### src/rtl/instr_issue.sv
// Instruction sequencer: host loads a program into a small instruction RAM, then start
// steps a PC through it and offers each word to the datapath on a valid/ready port.
module instr_issue #(
   parameter int AW    = 4,
   parameter int DEPTH = 1 << AW,
   parameter int IW    = 32
) (
   input  logic          clk,
   input  logic          rst_n,
   input  logic          prog_we,
   input  logic [AW-1:0] prog_addr,
   input  logic [IW-1:0] prog_data,
   input  logic          start,
   input  logic [AW:0]   prog_len,
   output logic [IW-1:0] ir,
   output logic          ir_valid,
   input  logic          ir_ready,
   output logic [AW-1:0] pc,
   output logic          busy,
   output logic          done,
   output logic          err
);

   localparam logic [1:0]  S_IDLE  = 2'd0;
   localparam logic [1:0]  S_FETCH = 2'd1;
   localparam logic [1:0]  S_ISSUE = 2'd2;
   localparam logic [1:0]  S_FIN   = 2'd3;
   localparam logic [4:0]  OP_MAX  = 5'b01011;
   localparam logic [AW:0] DEPTH_W = (AW+1)'(DEPTH);
   localparam logic [AW:0] ONE_W   = (AW+1)'(1);

   logic [IW-1:0] r_mem [DEPTH];
   logic [1:0]    r_state;
   logic [1:0]    w_next;
   logic [AW:0]   r_len;
   logic [AW-1:0] r_pc;
   logic [IW-1:0] r_ir;
   logic          r_ir_valid;
   logic          r_busy;
   logic          r_done;
   logic          r_err;

   logic [IW-1:0] w_rd_word;
   logic          w_bad_op;
   logic          w_hs;
   logic          w_last;
   logic [AW:0]   w_len_clip;

   assign w_rd_word  = r_mem[r_pc];
   assign w_bad_op   = (w_rd_word[31:27] > OP_MAX);
   assign w_hs       = r_ir_valid & ir_ready;
   assign w_last     = ({1'b0, r_pc} == (r_len - ONE_W));
   assign w_len_clip = (prog_len > DEPTH_W) ? DEPTH_W : prog_len;

   // Instruction RAM: writable only while idle, contents survive reset.
   always_ff @(posedge clk) begin
      if ((r_state == S_IDLE) && prog_we) begin
         r_mem[prog_addr] <= prog_data;
      end
   end

   // Next-state selection for the sequencer.
   always_comb begin
      w_next = r_state;
      case (r_state)
         S_IDLE: begin
            if (start) begin
               w_next = (w_len_clip == '0) ? S_FIN : S_FETCH;
            end else begin
               w_next = S_IDLE;
            end
         end
         S_FETCH: begin
            if (w_bad_op) begin
               w_next = S_FIN;
            end else begin
               w_next = S_ISSUE;
            end
         end
         S_ISSUE: begin
            if (w_hs) begin
               w_next = w_last ? S_FIN : S_FETCH;
            end else begin
               w_next = S_ISSUE;
            end
         end
         S_FIN:   w_next = S_IDLE;
         default: w_next = S_IDLE;
      endcase
   end

   // Sequencer state, PC, instruction register and status flags.
   always_ff @(posedge clk or negedge rst_n) begin
      if (!rst_n) begin
         r_state    <= S_IDLE;
         r_len      <= '0;
         r_pc       <= '0;
         r_ir       <= '0;
         r_ir_valid <= 1'b0;
         r_busy     <= 1'b0;
         r_done     <= 1'b0;
         r_err      <= 1'b0;
      end else begin
         r_state <= w_next;
         r_busy  <= (w_next == S_FETCH) || (w_next == S_ISSUE);
         // done is the registered image of FIN, so it pulses as the block returns to idle
         r_done  <= (r_state == S_FIN);
         case (r_state)
            S_IDLE: begin
               if (start) begin
                  r_len <= w_len_clip;
                  r_err <= 1'b0;
                  r_pc  <= '0;
               end
            end
            S_FETCH: begin
               r_ir <= w_rd_word;
               if (w_bad_op) begin
                  r_err <= 1'b1;
               end else begin
                  r_ir_valid <= 1'b1;
               end
            end
            S_ISSUE: begin
               if (w_hs) begin
                  r_ir_valid <= 1'b0;
                  if (!w_last) begin
                     r_pc <= r_pc + {{(AW-1){1'b0}}, 1'b1};
                  end
               end
            end
            S_FIN: begin
               r_ir_valid <= 1'b0;
            end
            default: begin
               r_ir_valid <= 1'b0;
            end
         endcase
      end
   end

   assign ir       = r_ir;
   assign ir_valid = r_ir_valid;
   assign pc       = r_pc;
   assign busy     = r_busy;
   assign done     = r_done;
   assign err      = r_err;

endmodule

### config.mk
export PLATFORM = sky130hd
export DESIGN_NAME = instr_issue
export DESIGN_NICKNAME = d
export VERILOG_FILES = /design/src/rtl/instr_issue.sv
export SDC_FILE = /design/constraint.sdc
export NUM_CORES = 1
export LEC_CHECK = 0
export BUFFER_PORTS_ARGS = -buffer_cell sky130_fd_sc_hd__buf_2
export CAP_MARGIN = 40
export CORE_MARGIN = 2
export CORE_UTILIZATION = 40
export DETAILED_ROUTE_END_ITERATION = 10
export GPL_TIMING_DRIVEN = 0
export PLACE_DENSITY = 0.52
export SYNTH_ARGS = -nofsm -noshare
export SYNTH_HDL_FRONTEND = slang
export SYNTH_SLANG_ARGS = --single-unit
### constraint.sdc
create_clock -name clk -period 10.3 [get_ports clk]
set_input_delay 0.515 -clock clk [delete_from_list [all_inputs] [get_ports clk]]
set_output_delay 0.515 -clock clk [all_outputs]
set_load 0.01 [all_outputs]
### Yosys cells after proc, flatten, opt, wreduce, memory -nomap -nowiden

Memories as Yosys holds them, arrays and structs flattened.
Index checks and enable logic that the tools add are counted.

* register bits: 47
* bits in latches: 0
* memory bits (writable): 512
* bits in read-only memories: 0
* input port bits: 46
* output and inout bits: 40
* logic and storage cells: 55
* memories: 1

* add/sub/neg operators: 2
* multipliers: 0
* divide/modulo/power cells: 0
* order comparisons: 2
* equality and inequality tests: 11
* shift operators: 0
* muxes and demuxes: 19
* bitwise logic cells: 1
* reduce and logical (&&, ||, !) cells: 11

Memory list
* r_mem: words 16, width 32, rd ports 1, clocked after memory_dff 0, wr ports 1, line 32 `logic [IW-1:0] r_mem [DEPTH];`

Operator list (number)
* 4-bit two-way mux: 3
* 2-bit != test, second input constant: 5
* 2-bit two-way mux: 4
* 2-bit case mux with 4 select lines: 1
* 4-bit case mux with 2 select lines: 1
* 1-bit two-way mux: 7
* 2-bit equality test, second input constant: 3
* 3-bit AND reduction: 2
* 4-bit by 5-bit equality test with 1-bit output: 1
* 5-bit by 4-bit > comparator with 1-bit output, second input constant: 1
* 5-bit > comparator, second input constant: 1
* 5-bit logical NOT: 1
* 5-bit two-way mux: 1
* 5-bit by 1-bit subtractor with 5-bit output, second input constant: 1
* 4-bit by 1-bit adder with 4-bit output, second input constant: 1
* 2-bit by 1-bit equality test with 1-bit output, second input constant: 2
* 4-bit AND reduction: 1
* 2-bit nonzero test: 2
* 1-bit case mux with 3 select lines: 1
* 3-bit nonzero test: 1
* 2-bit logical NOT: 1
* 1-bit case mux with 2 select lines: 1
* 2-bit AND reduction: 1
* 1-bit AND: 1
* 2 further kinds: 2

### Longest topological paths before layout

* depth after elaboration: 8
* mapped depth: 8
* mapped depth without buffers: 8

### Worst setup path after synthesis

Ideal clock, no wire load.

* path type: register to register
* start point: register r_state[1]
* end point: memory r_mem[0][0] (enable)
* setup time: 0.461 ns
* arrival: 3.434 ns
* required time: 9.839 ns
* slack: 6.404 ns
* stages on the path, launching flop included: 6
* path buffers: 1
* clock period less this slack: 3.896 ns
* path through: dfrtp_1 > buf_2 > nor2_1 > nand2_1 > or3_1 > nor3_1

* longest elaborated chain between the ends: 4

Ends and longest elaborated chain
* start, declared: line 33 `logic [1:0] r_state;`
* start signal, assigned: line 104 `r_state <= w_next;`
* 2-bit logical NOT: line 57 `if ((r_state == S_IDLE) && prog_we) begin`
* 1-bit logical AND: line 57
* 1-bit two-way mux: line 57
* 1-bit two-way mux (implied by the code): line 58 `r_mem[prog_addr] <= prog_data;`
* end, declared: line 32

Every way passes these cells.

### Worst setup path in the final report

* start point: register r_state[1]
* end point: memory r_mem[0][16] (enable)

The elaborated chain is that of the path after synthesis.

==> flow_summary.ini <==
[outcome]
status = completed

[route]
drc = 0
wire_per_inst_um = 27.2
drt-pass1-iter-count = 5
viasPerCell = 5.55
drtIter0Drc = 823
drt_wl_total_mm = 52.6
dr_total_vias = 10700
ant_nets = 0

[timing]
tns_ps = 0
slew_viol_final = 0
rsz0062_at_grt = false
min_period_ps = 3170
hold_viol_final = 0
slew_headroom_pct = 39.6
setup_violations = 0
max_freq_mhz = 316
finalCritPeriodShare_pct = 30.7
finClkSkew_ps = 14.4
worst_pin_slew_ps = 906
worst_slack_ps = 7130

[global_routing]
grt_max_degree = 48
grt.overflow.total = 0
grt_pass1_vias = 11000
grt_pass1_wl_mm = 76.7
antenna_found_initial = 0
grt_usage_pct = 19.1

[final_layout]
multiInputGateArea_um2 = 4560
final_cells = 1936
fin_util_pct = 47.9
syn_to_final_growth_pct = 18.0
mostFrequentLayoutCells = 512 x edfxtp_1, 114 x mux4_2, 89 x buf_2
nets = 1247
antennaDiodeCount = 0
fillCellCount = 4367
drive_above_1_share_pct = 29.8
regArea_um2 = 16600
layout_commonest_cell = edfxtp_1

[cts]
cts-htree-levels = 2
root_buffer = clkbuf_16
cts_resized = 0
cts_hold_buf = 0
post-cts-setup-buffer-count = 0
tritoncts = done
cts_buffers = 58
cts_num_sinks = 559
insertion_delay_ps = 620
path_clk_slew_ps = 60
cts.path.max_buffers = 3

[synth]
synth_cell_types = 42
ys_ff_latch = 559
synth_area_per_cell_um2 = 21.1
synth.yosys.warnings = 0
yosys.area.top_type_share_pct = 71.9
synthArstFlopShare_pct = 8.41
synthCells = 1011
syn_area_um2 = 21400
ys_dominant_reg_cell = edfxtp_1
synth_edf_count = 512
ys_top_cells_by_area = edfxtp_1 72%, mux4_2 12%, dfrtp_1 5.5%
yosysTopAreaCell = edfxtp_1
synth.net_count = 1059
seq_area_frac_synth_pct = 77.4

[worst_setup_path]
crit_required_ps = 10610
rr_startpoint = r_state[1]
critPathMostFrequentCell = buf_4
rr_worst_depth = 8
rrSetupSlack_ps = 7130
end_kind = register
crit_start = r_state[1]
worstSetupPathType = reg -> reg
r2r-end = r_mem[0][16]
critPathSlowestCell = or3_1
cpPeakStageDelay_ps = 500
cp-start-kind = register
arrival_ps = 3470
crit_path_max_fanout = 10
path_cells = buf_2, nor2_1, nand2_1, or3_1, nor3_2, buf_4, buf_6, buf_4

[power]
power.total_mw = 6.21
vdd_drop_max_v = 0.000144
power.leakage_nw = 8.16
power_density_nw_per_um2 = 246

[floorplanning]
initial_core_util_pct = 40.6
die_h_um = 235
die_area_um2 = 55300
die_w_um = 235
rows = 84
core_area_um2 = 52700
io_pins = 86

[min_path]
hp-class = in -> async

[run]
maxCapViolCount = 0

[placement]
routabilityCongestion = 0.707
dp_slack_ps = 7180
dpl.cell_count = 1826
io_buffers = 85
dp_hpwl_mm = 33.4
-- how the worst max path moves through the flow --
stage,slack (ps),to,depth (start not counted)
6_report,7130,r_mem[0][16],8
2_1_floorplan,6400,r_mem[0][0],5
3_3_place_gp,2550,r_mem[0][16],5
3_5_place_dp,7180,r_mem[0][16],8
4_1_cts,7150,r_mem[0][11],8
5_1_grt,6980,r_mem[0][11],8
-- cell families (layout without fill, tap and decap cells) --
| family | Yosys count | in the layout | share of synthesized area, % |
|---|---|---|---|
| AOI/OAI and AO/OA | 88 | 88 | 3.18 |
| xor gates and xnor gates | 5 | 5 | 0.205 |
| adders and majority gates | 2 | 2 | 0.117 |
| buffers and inverters | 61 | 298 | 1.78 |
| DFF | 559 | 559 | 77.4 |
| muxes | 131 | 131 | 13.9 |
| and+or+nand+nor | 165 | 165 | 3.42 |
-- per-stage QoR --
stage | hold WS (ps) | cell area (um^2)
global route | 63.0 | 25200
detailed placement | 500 | 23400
CTS | 23.5 | 25200
floorplan | 219 | 21400
global placement | 508 | 22700
finish | 9.50 | 25200
-- power by group --
group	internal, mW	switching (mW)
logic	0.660	0.801
clock network	1.20	0.871
registers	2.60	0.0809
total	4.46	1.75
-- cell usage after synthesis (2+ instances only) --
library cell / number
edfxtp_1: 512
mux4_2: 114
nand2_1: 50
nor2_1: 50
dfrtp_1: 47
nand3_1: 35
a22oi_1: 32
a41oi_1: 29
clkbuf_1: 26
mux4_1: 14
o21ai_0: 11
buf_6: 10
buf_4: 9
nand2b_1: 9
nor3_1: 7
a21oi_1: 5
buf_2: 5
and3_1: 4
buf_1: 4
inv_1: 4
nor2b_1: 4
xnor2_1: 4
a21o_1: 2
and2_1: 2
buf_12: 2
ha_1: 2
mux2i_1: 2
nand4_1: 2
-- state kept, by name, indices dropped and copies added (netlist names) --
signal,cells
ir_valid,1
r_len,5
ir,32
busy,1
r_mem,512
r_state,2
pc,4
done,1
err,1
-- worst max-delay path: cells and delay by family, from the launching register on --
family                 cells  cell delay [ps]
buffers and inverters      4              900
flip-flops                 1              420
AND/OR/NAND/NOR            4             1540
-- final cells by class --
type,count,area share (%)
tap,688,3.41
sequential,559,65.6
clock inverter,37,1.37
inverter,4,0.0595
timing repair buffer,128,4.02
buffer,57,1.45
clock buffer,72,6.04
multi-input combinational,391,18.1
-- metal layers --
layer  track usage [%]  part of all wire, %
met4              5.01                  2.0
met2              30.5                   48
met5                 0                    0
met1              27.6                   45
met3              3.15                  4.8
Note: power is estimated with default switching activity, not from simulation.
